===== src/rtl/lsu_pkg.sv =====
// Shared types, size helpers and the async-reset register macro for the load/store unit.
`ifndef LSU_DFF_AR
`define LSU_DFF_AR(q, d, rv) \
    always_ff @(posedge clk or negedge rst_n) begin \
        if (!rst_n) q <= (rv); \
        else        q <= (d); \
    end
`endif

package lsu_pkg;

    typedef enum logic [1:0] {
        SZ_B = 2'd0,
        SZ_H = 2'd1,
        SZ_W = 2'd2,
        SZ_X = 2'd3
    } size_t;

    typedef enum logic [1:0] {
        IDLE,
        ACCESS,
        RESP
    } state_t;

    function automatic logic [3:0] size2byten(input size_t sz);
        case (sz)
            SZ_B:    return 4'b0001;
            SZ_H:    return 4'b0011;
            SZ_W:    return 4'b1111;
            default: return 4'b0000;
        endcase
    endfunction

    function automatic logic [2:0] size2bytes(input size_t sz);
        case (sz)
            SZ_B:    return 3'd1;
            SZ_H:    return 3'd2;
            SZ_W:    return 3'd4;
            default: return 3'd0;
        endcase
    endfunction

endpackage


===== src/rtl/lsu_fault_chk.sv =====
// Combinational request screening: illegal size, out-of-range span, misalignment.
module lsu_fault_chk
    import lsu_pkg::*;
#(
    parameter int unsigned MEM_BYTES    = 1024,
    parameter bit          STRICT_ALIGN = 1'b1
) (
    input  logic [31:0] addr,
    input  size_t       size,
    output logic        fault
);

    logic [32:0] end_addr;
    logic        misalign;

    always_comb begin
        // 33-bit sum so addresses near 2^32 cannot wrap back into range
        end_addr = {1'b0, addr} + {30'd0, size2bytes(size)};
        misalign = 1'b0;
        if (STRICT_ALIGN) begin
            case (size)
                SZ_H:    misalign = addr[0];
                SZ_W:    misalign = |addr[1:0];
                default: misalign = 1'b0;
            endcase
        end
        fault = (size == SZ_X) || (end_addr > 33'(MEM_BYTES)) || misalign;
    end

endmodule


===== src/rtl/lsu_ctrl.sv =====
// Load/store initiator: one request at a time, fault screening, a single-cycle
// memory access and a registered response with saturating access counters.
module lsu_ctrl
    import lsu_pkg::*;
#(
    parameter int unsigned MEM_BYTES    = 1024,
    parameter bit          STRICT_ALIGN = 1'b1,
    parameter int unsigned CNT_W        = 16
) (
    input  logic             clk,
    input  logic             rst_n,
    input  logic             req_valid,
    output logic             req_ready,
    input  logic             req_we,
    input  logic [1:0]       req_size,
    input  logic             req_unsigned,
    input  logic [31:0]      req_addr,
    input  logic [31:0]      req_wdata,
    output logic             rsp_valid,
    input  logic             rsp_ready,
    output logic [31:0]      rsp_data,
    output logic             rsp_err,
    output logic [31:0]      mem_adrs_rd,
    input  logic [31:0]      mem_rd_data,
    output logic             mem_wr_en,
    output logic [3:0]       mem_byt_en,
    output logic             mem_sign_ext,
    output logic [31:0]      mem_adrs_wr,
    output logic [31:0]      mem_wr_data,
    output logic [CNT_W-1:0] ld_cnt,
    output logic [CNT_W-1:0] st_cnt,
    output logic [CNT_W-1:0] flt_cnt
);

    state_t            state_q, state_d;
    logic              we_q, we_d;
    logic              uns_q, uns_d;
    size_t             size_q, size_d;
    logic [31:0]       addr_q, addr_d;
    logic [31:0]       wdata_q, wdata_d;
    logic [31:0]       rsp_data_q, rsp_data_d;
    logic              rsp_err_q, rsp_err_d;
    logic [CNT_W-1:0]  ld_cnt_q, ld_cnt_d;
    logic [CNT_W-1:0]  st_cnt_q, st_cnt_d;
    logic [CNT_W-1:0]  flt_cnt_q, flt_cnt_d;
    logic              req_fault;
    size_t             req_sz;

    function automatic logic [CNT_W-1:0] sat_inc(input logic [CNT_W-1:0] c);
        return (&c) ? c : c + CNT_W'(1);
    endfunction

    assign req_sz = size_t'(req_size);

    lsu_fault_chk #(
        .MEM_BYTES    (MEM_BYTES),
        .STRICT_ALIGN (STRICT_ALIGN)
    ) u_fault_chk (
        .addr  (req_addr),
        .size  (req_sz),
        .fault (req_fault)
    );

    `LSU_DFF_AR(state_q,    state_d,    IDLE)
    `LSU_DFF_AR(we_q,       we_d,       1'b0)
    `LSU_DFF_AR(uns_q,      uns_d,      1'b0)
    `LSU_DFF_AR(size_q,     size_d,     SZ_B)
    `LSU_DFF_AR(addr_q,     addr_d,     '0)
    `LSU_DFF_AR(wdata_q,    wdata_d,    '0)
    `LSU_DFF_AR(rsp_data_q, rsp_data_d, '0)
    `LSU_DFF_AR(rsp_err_q,  rsp_err_d,  1'b0)
    `LSU_DFF_AR(ld_cnt_q,   ld_cnt_d,   '0)
    `LSU_DFF_AR(st_cnt_q,   st_cnt_d,   '0)
    `LSU_DFF_AR(flt_cnt_q,  flt_cnt_d,  '0)

    always_comb begin
        state_d = state_q;
        unique case (state_q)
            IDLE:    if (req_valid) state_d = req_fault ? RESP : ACCESS;
            ACCESS:  state_d = RESP;
            RESP:    if (rsp_ready) state_d = IDLE;
            default: state_d = IDLE;
        endcase
    end

    always_comb begin
        we_d       = we_q;
        uns_d      = uns_q;
        size_d     = size_q;
        addr_d     = addr_q;
        wdata_d    = wdata_q;
        rsp_data_d = rsp_data_q;
        rsp_err_d  = rsp_err_q;
        ld_cnt_d   = ld_cnt_q;
        st_cnt_d   = st_cnt_q;
        flt_cnt_d  = flt_cnt_q;
        case (state_q)
            IDLE: begin
                if (req_valid) begin
                    we_d       = req_we;
                    uns_d      = req_unsigned;
                    size_d     = req_sz;
                    addr_d     = req_addr;
                    wdata_d    = req_wdata;
                    rsp_err_d  = req_fault;
                    rsp_data_d = '0;
                end
            end
            ACCESS: rsp_data_d = we_q ? '0 : mem_rd_data;
            RESP: begin
                if (rsp_ready) begin
                    if (rsp_err_q)  flt_cnt_d = sat_inc(flt_cnt_q);
                    else if (we_q)  st_cnt_d  = sat_inc(st_cnt_q);
                    else            ld_cnt_d  = sat_inc(ld_cnt_q);
                    rsp_err_d  = 1'b0;
                    rsp_data_d = '0;
                end
            end
            default: ;
        endcase
    end

    // Memory ports are live only during ACCESS, so a store writes exactly once
    always_comb begin
        req_ready    = (state_q == IDLE);
        rsp_valid    = (state_q == RESP);
        mem_adrs_rd  = '0;
        mem_adrs_wr  = '0;
        mem_wr_en    = 1'b0;
        mem_byt_en   = '0;
        mem_sign_ext = 1'b0;
        mem_wr_data  = '0;
        if (state_q == ACCESS) begin
            mem_adrs_rd  = addr_q;
            mem_adrs_wr  = addr_q;
            mem_wr_en    = we_q;
            mem_byt_en   = size2byten(size_q);
            mem_sign_ext = !we_q && !uns_q;
            mem_wr_data  = wdata_q;
        end
    end

    assign rsp_data = rsp_data_q;
    assign rsp_err  = rsp_err_q;
    assign ld_cnt   = ld_cnt_q;
    assign st_cnt   = st_cnt_q;
    assign flt_cnt  = flt_cnt_q;

endmodule


===== config.mk =====
export PLATFORM = sky130hd
export DESIGN_NAME = lsu_ctrl
export DESIGN_NICKNAME = d
export VERILOG_FILES = /design/src/rtl/lsu_pkg.sv /design/src/rtl/lsu_fault_chk.sv /design/src/rtl/lsu_ctrl.sv
export SDC_FILE = /design/constraint.sdc
export NUM_CORES = 1
export LEC_CHECK = 0
export CORE_MARGIN = 4
export CORE_UTILIZATION = 50
export CTS_BUF_LIST = sky130_fd_sc_hd__clkbuf_4
export DETAILED_ROUTE_END_ITERATION = 7
export MAX_ROUTING_LAYER = met4
export PLACE_DENSITY = 0.89
export SETUP_SLACK_MARGIN = 0.02
export SLEW_MARGIN = 15
export SYNTH_ARGS = -nofsm -noshare
export SYNTH_HDL_FRONTEND = slang
export SYNTH_HIERARCHICAL = 1
export SYNTH_SLANG_ARGS = --single-unit

===== constraint.sdc =====
create_clock -name clk -period 5 [get_ports clk]
set_clock_uncertainty 0.15 [all_clocks]
set_input_delay 1 -clock clk [delete_from_list [all_inputs] [get_ports clk]]
set_output_delay 1 -clock clk [all_outputs]
set_load 0.01 [all_outputs]

==> metrics.txt <==
Final Wtd Congestion 0.904; num rows 45; Pwr per Cell Area 265 mW/mm²; CTS Sinks 151; Die H 132 µm; final slew viol count 0; CTS tree done; total global routing overflow 0; Yosys warning count 6; Data arrival, critical path 3.03 ns; EDFF count, synth 0; Tightest Hold Check Type input pin to asynchronous set/reset pin; Peak supply drop 189 µV; Tot GR Track Use 0.244; dpl hpwl 15.8 mm; GR Util met3 0.0763; nets 1050; post-synthesis sequential area ratio 0.490; Final setup viols 0; Slew HR 0.470; initial antenna violation count 1; CP Data Required Time 3.85 ns; Post-DRT Antenna Nets 0; Non-Filler Instances 1137; Worst-Skew Late Latency 0.55 ns; via count 6287; vias in the first global route 6422; # port buffers 288; total wire length 20.8 mm; met1 Usage GRT 0.277; Most Crowded Layer GR met2; core area 0.0151 mm²; largest net degree at the start of global routing 88; Primary FF master, synth dfrtp_1; Starting Density 0.510; Root Buffer clkbuf_4; CP max FO 44; met2 Use GR 0.411; Async S/R FF share, synth 1.00; final worst path period need 4.18 ns; Slew @ Worst Pin 0.795 ns; worst reg2reg endpoint st_cnt[15]$_DFFE_PN0P_; DIE WIDTH 132 µm; full die area 0.0175 mm²; cts hold-fix bufs 0; capturing element type of the critical path output pin; Worst-path clk slew 0.14 ns; Syn Area/Cell 11.4 µm²; Fin Setup TNS 0 ns; static leakage 0.00450 µW; Setup WS pre-CTS 0.372 ns; TritonCTS buffer count 17; Syn Inst Count 675; critical setup path kind register to output pin; Area growth syn-to-layout 40.3%; Fin. Hold Viols 0; post-CTS setup buffers 0; Post-CTS Resized 0; reg2reg path depth 5; dpl cells 1100; syn nets 794; layout cells sized above 1 0.150; RSZ-0062 raised after global routing false; final period utilization 0.835; Post-Synthesis Cell Area 0.00772 mm²; Via density 5.53; DR WL/cell 18.3 µm; outcome complete, no violations; Netlist cell types 71; CTS max path bufs 2; max frequency 239 MHz; worst reg2reg setup slack 2.78 ns; max_cap viols 0; first-pass GRT wire length 33.2 mm; Worst R2R Start state_q[1]$_DFFE_PN0P_; H-tree depth 4; DRC violations left 0; TritonRoute pass-1 iters 5; worst setup margin 0.824 ns; Ports 289; Initial DRC Count 439; synthesized flop and latch total 151; startpoint types register
==> worst max-delay path by stage <==
stage,startpoint,to,cells after the start
floorplan,req_size[0],rsp_err$_DFFE_PN0P_,14
global placement,req_size[0],rsp_err$_DFFE_PN0P_,16
detailed placement,req_size[0],rsp_err$_DFFE_PN0P_,15
CTS,state_q[0]$_DFFE_PN0P_,mem_adrs_rd[6],4
global route,state_q[0]$_DFFE_PN0P_,mem_adrs_rd[5],4
finish,state_q[0]$_DFFE_PN0P_,mem_adrs_rd[6],4
==> where the power goes <==
group          switching (µW)  internal, µW  leakage [µW]
Sequential                133          1390       0.00193
Clock                     462           308      0.000155
Combinational             233           339       0.00242
==> layer usage <==
metal	part of all wire	vias to the layer above
met5	0	-
met4	0.017	0
met3	0.082	38
met2	0.51	283
met1	0.39	3063
li1	-	2903
==> registers in the layout, indices dropped and copies added, names as in the netlist <==
signal	cells
addr_q	32
flt_cnt	16
ld_cnt	16
rsp_data	32
rsp_err	1
size_q	2
st_cnt	16
state_q	2
uns_q	1
wdata_q	32
we_q	1
==> metrics by stage <==
stage                     total power, µW   util  hold slack (ns)  instance area [µm²]
after floorplan                      1810      -            0.322                 7720
after global placement               2100  0.695            0.326                10500
after detailed placement             2130  0.695            0.333                10500
after CTS                            2900  0.714            0.317                10800
after global routing                 3010  0.715            0.329                10800
final                                2870  0.715            0.297                10800
==> layout make-up <==
type                            instances  area, µm²
Multi-Input combinational cell        455       3540
Fill cell                            1059       4320
Antenna cell                            5       12.5
Clock buffer                           18        135
Inverter                               12       45.0
Tap cell                              188        235
Clock inverter                         14        150
Sequential cell                       151       3780
Timing Repair Buffer                  294       2930
==> critical path: stages (launching register included) <==
cell and delay [ns]:
dfrtp_1 0.60, nor2b_4 0.74, buf_4 0.36, and2_1 0.19, clkdlybuf4s50_1 0.58
==> cells by family (layout without fill, tap and decap cells) <==
family,count (synthesis),after routing,share of synthesized area
adder cells (fa/ha/maj),15,15,0.0253
other,0,5,0
flip-flops,151,151,0.490
AO/OA/AOI/OAI,78,78,0.0794
multiplexers,79,79,0.115
buffers and inverters,69,338,0.0535
AND/OR/NAND/NOR,238,238,0.186
XOR/XNOR,45,45,0.0511
==> Yosys cell counts, drive strengths merged, types with 3 or more instances <==
library cell | count | area [µm²]
a21oi | 9 | 48.8
or2 | 4 | 27.5
and3 | 12 | 82.6
nand2 | 32 | 120
nor3b | 4 | 30.0
nand3 | 28 | 153
xor2 | 15 | 131
inv | 12 | 45.0
buf | 45 | 323
clkbuf | 12 | 45.0
ha | 14 | 175
nor2 | 17 | 63.8
a22o | 32 | 280
and4 | 7 | 65.1
a31oi | 4 | 25.0
or3 | 4 | 31.3
and2 | 66 | 413
mux2i | 4 | 40.0
nor2b | 3 | 18.8
o21ai | 9 | 45.0
xnor2 | 30 | 263
dfrtp | 151 | 3780
nand4 | 23 | 150
mux2 | 75 | 848
a211oi | 4 | 42.5
o21a | 3 | 23.8
nor4 | 11 | 81.3
nor3 | 18 | 129
==> layout by cell type, fill, tap and decap left out, types with 12 or more instances in the layout <==
| cell | netlist | routed |
|---|---|---|
| nand2_1 | 32 | 32 |
| nand4_1 | 22 | 22 |
| xor2_1 | 15 | 15 |
| a22o_1 | 32 | 32 |
| mux2_2 | 73 | 73 |
| clkbuf_4 | 0 | 18 |
| nor3_1 | 14 | 14 |
| dfrtp_1 | 151 | 151 |
| xnor2_1 | 30 | 30 |
| nor2_1 | 17 | 16 |
| nand3_1 | 27 | 27 |
| inv_1 | 12 | 12 |
| clkdlybuf4s50_1 | 0 | 287 |
| ha_1 | 14 | 14 |
| and2_1 | 66 | 66 |
No activity file was read; power rests on OpenSTA's default activity.
